`src/rtl/game_ctrl.sv`:
```
// game_ctrl: game sequencing for the four-tile swap puzzle (load, swap, count, win detection)
module game_ctrl #(
    parameter int          CNT_W  = 8,
    parameter logic [11:0] SOLVED = 12'b000_001_010_011
) (
    input  logic             clk_d,
    input  logic             rst,
    input  logic [11:0]      board_in,
    input  logic             start,
    input  logic             restart,
    input  logic             swap_req,
    input  logic [1:0]       swap_pos,
    output logic [1:0]       game_status,
    output logic [11:0]      cur_board,
    output logic [CNT_W-1:0] move_cnt,
    output logic             swap_ack,
    output logic             win_pulse,
    output logic             load_err
);
    localparam logic [1:0] CHOSE_BOARD  = 2'b00;
    localparam logic [1:0] GAMING       = 2'b01;
    localparam logic [1:0] GAME_INITIAL = 2'b10;
    localparam logic [1:0] WINNED       = 2'b11;

    logic [2:0]  slot [4];
    logic [2:0]  f0, f1, f2, f3;
    logic [1:0]  nxt;
    logic [11:0] swapped;
    logic        valid, solved;

    assign f0     = board_in[11:9];
    assign f1     = board_in[8:6];
    assign f2     = board_in[5:3];
    assign f3     = board_in[2:0];
    assign nxt    = swap_pos + 2'd1;
    assign solved = cur_board == SOLVED;
    assign valid  = !(f0[2] | f1[2] | f2[2] | f3[2]) && f0 != f1 && f0 != f2 && f0 != f3
                    && f1 != f2 && f1 != f3 && f2 != f3;

    always_comb begin
        swapped = cur_board;
        for (int i = 0; i < 4; i++) slot[i] = cur_board[11-3*i -: 3];
        for (int k = 0; k < 4; k++)
            swapped[11-3*k -: 3] = (2'(k) == swap_pos) ? slot[nxt] :
                                   (2'(k) == nxt) ? slot[swap_pos] : slot[k];
    end

    always_ff @(posedge clk_d) begin
        if (rst) begin
            game_status <= CHOSE_BOARD;
            cur_board   <= SOLVED;
            move_cnt    <= '0;
            swap_ack    <= 1'b0;
            win_pulse   <= 1'b0;
            load_err    <= 1'b0;
        end else begin
            swap_ack  <= 1'b0;
            win_pulse <= 1'b0;
            load_err  <= 1'b0;
            if (game_status == CHOSE_BOARD) begin
                if (start && valid) begin
                    cur_board   <= board_in;
                    move_cnt    <= '0;
                    game_status <= GAME_INITIAL;
                end
                load_err <= start && !valid;
            end else if (restart) begin
                game_status <= CHOSE_BOARD;
            end else if (game_status != WINNED) begin
                if (solved) begin
                    game_status <= WINNED;
                    win_pulse   <= 1'b1;
                end else if (game_status == GAME_INITIAL) begin
                    game_status <= GAMING;
                end else if (swap_req) begin
                    cur_board <= swapped;
                    move_cnt  <= &move_cnt ? move_cnt : move_cnt + 1'b1;
                    swap_ack  <= 1'b1;
                end
            end
        end
    end
endmodule

```
`config.mk`:
```
export PLATFORM = sky130hd
export DESIGN_NAME = game_ctrl
export DESIGN_NICKNAME = d
export VERILOG_FILES = /design/src/rtl/game_ctrl.sv
export SDC_FILE = /design/constraint.sdc
export NUM_CORES = 1
export LEC_CHECK = 0
export BUFFER_PORTS_ARGS = -buffer_cell sky130_fd_sc_hd__buf_2
export CAP_MARGIN = 30
export CORE_AREA = 2 2 82 52
export DETAILED_ROUTE_END_ITERATION = 8
export DIE_AREA = 0 0 84 54
export GPL_ROUTABILITY_DRIVEN = 1
export PLACE_DENSITY = 0.89
export SKIP_CTS_REPAIR_TIMING = 1
export SYNTH_ARGS = -nofsm -noshare
export SYNTH_HDL_FRONTEND = slang
export SYNTH_SLANG_ARGS = --single-unit
export TNS_END_PERCENT = 100
```
`constraint.sdc`:
```
create_clock -name clk_d -period 2.94 [get_ports clk_d]
set_input_delay 0.588 -clock clk_d [delete_from_list [all_inputs] [get_ports clk_d]]
set_output_delay 0.588 -clock clk_d [all_outputs]
set_load 0.01 [all_outputs]
```
==> results.py <==
metrics = {
    "global_routing": {
        "grt_pass1_vias": 1641,
        "globalRouteTotalUtil": 0.239,
        "grt_pass1_wl_um": 8460,
        "grt_max_degree": 32,
        "grt_antenna_before_repair": 0,
        "overflow": 0,
    },
    "synth": {
        "ys_ff_latch": 25,
        "ys_warn_count": 0,
        "synth-edff-count": 0,
        "synthesis.area_mm2": 0.00201,
        "yosys.area.top_type": "dfxtp_1",
        "syn_nets": 243,
        "yosys-top-cells-area": "dfxtp_1 25%, mux2i_1 7.5%, nor2_1 5.4%, ha_1 5.0%, mux4_2 4.5%",
        "ys_types": 53,
        "async_flop_share": 0,
        "synth-seq-area-share": 0.249,
        "synthCells": 216,
        "synth-main-ff-cell": "dfxtp_1",
        "yosysTopAreaCellShare": 0.249,
        "synth_area_per_cell_um2": 9.30,
    },
    "sta": {
        "skew_ns": 0.00204,
        "fin_crit_ns": 2.36,
        "finalHoldViolCount": 0,
        "relSlewSlack": 0.667,
        "setup_viol": 0,
        "rsz0062_at_grt": "no",
        "fmax_mhz": 423,
        "post-route-period-util": 0.804,
        "finalMaxSlewViolations": 0,
        "worst_pin_slew_ns": 0.498,
        "fin_setup_tns_ns": 0,
    },
    "die": {
        "ios": 44,
        "die_y_um": 54,
        "start_util": 0.516,
        "fp.coreArea_mm2": 0.00390,
        "rows": 18,
        "die-area_mm2": 0.00454,
        "die_w_um": 84,
    },
    "placed_design": {
        "dp_hpwl_um": 4090,
        "gp_congestion": 0.957,
        "io_buffers": 43,
        "dpl_cell_area_mm2": 0.00227,
    },
    "critical_path": {
        "worstSetupPathType": "in2reg",
        "endpoint_kind": "register",
        "r2r_cells": 5,
        "cp-start-kind": "input port",
        "crit_arrival_ns": 2.53,
        "critical_path_required_ns": 3.10,
        "worstPathMaxFanout": 8,
    },
    "finish": {
        "finish.utilization": 0.593,
        "fin_nets": 286,
        "area_growth_pct": 15.0,
        "postLayoutCellArea_mm2": 0.00231,
        "antenna_cells": 0,
        "drive_above_1_share": 0.279,
    },
    "clock_tree": {
        "cts_buffers": 3,
        "cts_root_buf": "clkbuf_8",
        "cts.sinks": 25,
        "clkTransAtPathRegs_ns": 0.09,
        "clockBufferDepth": 2,
        "cts_max_level": 1,
        "clk-insertion-delay-late_ns": 0.27,
        "cts_tree": "built",
    },
    "power_and_ir_drop": {
        "peakVddDrop_uv": 251,
        "p_leak_nw": 0.993,
        "cellPowerDensity_mw_per_mm2": 304,
    },
    "worst_hold_path": {
        "whs_path_depth": 1,
        "min_path_type": "reg2reg",
    },
    "drt": {
        "drtIter0Drc": 255,
        "wire_per_inst_um": 17.4,
        "ant_nets": 0,
        "num_vias": 1891,
        "drc": 0,
        "routed_wl_um": 5370,
        "vias_per_cell": 6.14,
        "drt_pass1_iterations": 4,
    },
    "run": {
        "drv_cap": 0,
    },
    "run_status": {
        "status": "finished, final reports clean",
    },
}
[stage by stage]
stage	hold slack [ns]	std cells	setup WS, ns	power, mW
3_3_place_gp	0.511	304	0.337	0.498
5_1_grt	0.556	308	0.528	0.731
3_5_place_dp	0.509	304	0.286	0.501
6_report	0.529	308	0.575	0.701
2_1_floorplan	0.519	216	0.596	0.454
4_1_cts	0.530	308	0.566	0.702
[report_power, final]
part	switching [mW]	internal, mW	total, mW	leakage, nW
logic	0.0888	0.0636	0.152	0.768
registers	0.00309	0.341	0.344	0.202
clock network	0.108	0.0969	0.205	0.0228
[final cells by class]
class	count	area, µm²
Timing Repair Buffer	48	253
Tap cell	50	62.6
Fill cell	334	1590
Clock buffer	4	45.0
Sequential cell	25	500
Multi-Input combinational cell	175	1430
Inverter	6	22.5
[synth_stat cells (2+ instances only)]
library cell	number
a32o_1	2
nor3_1	5
buf_6	2
o211ai_1	2
clkbuf_1	5
and4_1	2
nand4_1	2
buf_2	2
o21ai_2	3
mux2i_1	15
a22o_1	5
or4_1	2
nand3_1	3
mux2_4	3
nor2_1	29
inv_1	5
mux4_2	4
mux2_2	5
or3_1	2
mux4_1	2
o21ai_0	4
a2111oi_0	2
a211oi_1	8
o32ai_1	3
nor4_1	3
dfxtp_1	25
ha_1	8
nor2b_1	11
a311o_1	2
nand2_1	8
a21oi_1	8
xnor2_1	10
xor2_1	4
[layout by cell type, fill, tap and decap left out, drive strengths merged, types with 2 or more instances in the layout]
cell type,instances
nand3,4
o211ai,2
ha,8
a311o,2
nor3,5
a32o,2
nor2b,11
or3,2
dfxtp,25
a22o,5
a21oi,8
mux2,8
nand4b,2
mux4,6
o32ai,3
nor4,3
buf,48
nor2,30
xnor2,10
inv,5
o21ai,7
a211oi,8
a31oi,2
nand2,9
and4,2
mux2i,15
nand4,2
a2111oi,2
clkbuf,4
or4,2
xor2,4
[critical path, cell delays in order]
cell and delay, ns:
buf_2 0.11, inv_1 0.13, ha_1 0.24, or3_1 0.44, and4b_1 0.35, o21ai_2 0.30
mux2_2 0.37
[registers in the layout, summed over array words and instances, names as in the netlist]
| register | flops |
|---|---|
| cur_board | 12 |
| game_status | 2 |
| load_err | 1 |
| move_cnt | 8 |
| swap_ack | 1 |
| win_pulse | 1 |
[cell families after synthesis]
group | synth area share
compound gates | 0.188
fa+ha+maj | 0.0498
xor+xnor | 0.0610
flops | 0.249
simple gates | 0.215
mux | 0.196
buf+inv | 0.0405
[routing by layer]
layer	vias up	GRT usage	part of all wire
met5	-	0	0
met4	0	0.0108	0.0024
met3	4	0.0460	0.088
met2	100	0.367	0.41
met1	882	0.365	0.50
li1	905	-	-
[final timing paths]
| path | endpoint | slack (ns) | from |
|---|---|---|---|
| min reg2reg | move_cnt[4] | 0.53 | move_cnt[4] |
| max | cur_board[7] | 0.58 | board_in[8] |
| min | move_cnt[4] | 0.53 | move_cnt[4] |
| max reg2reg | cur_board[3] | 0.70 | cur_board[7] |
No activity file was read; power rests on OpenSTA's default activity.
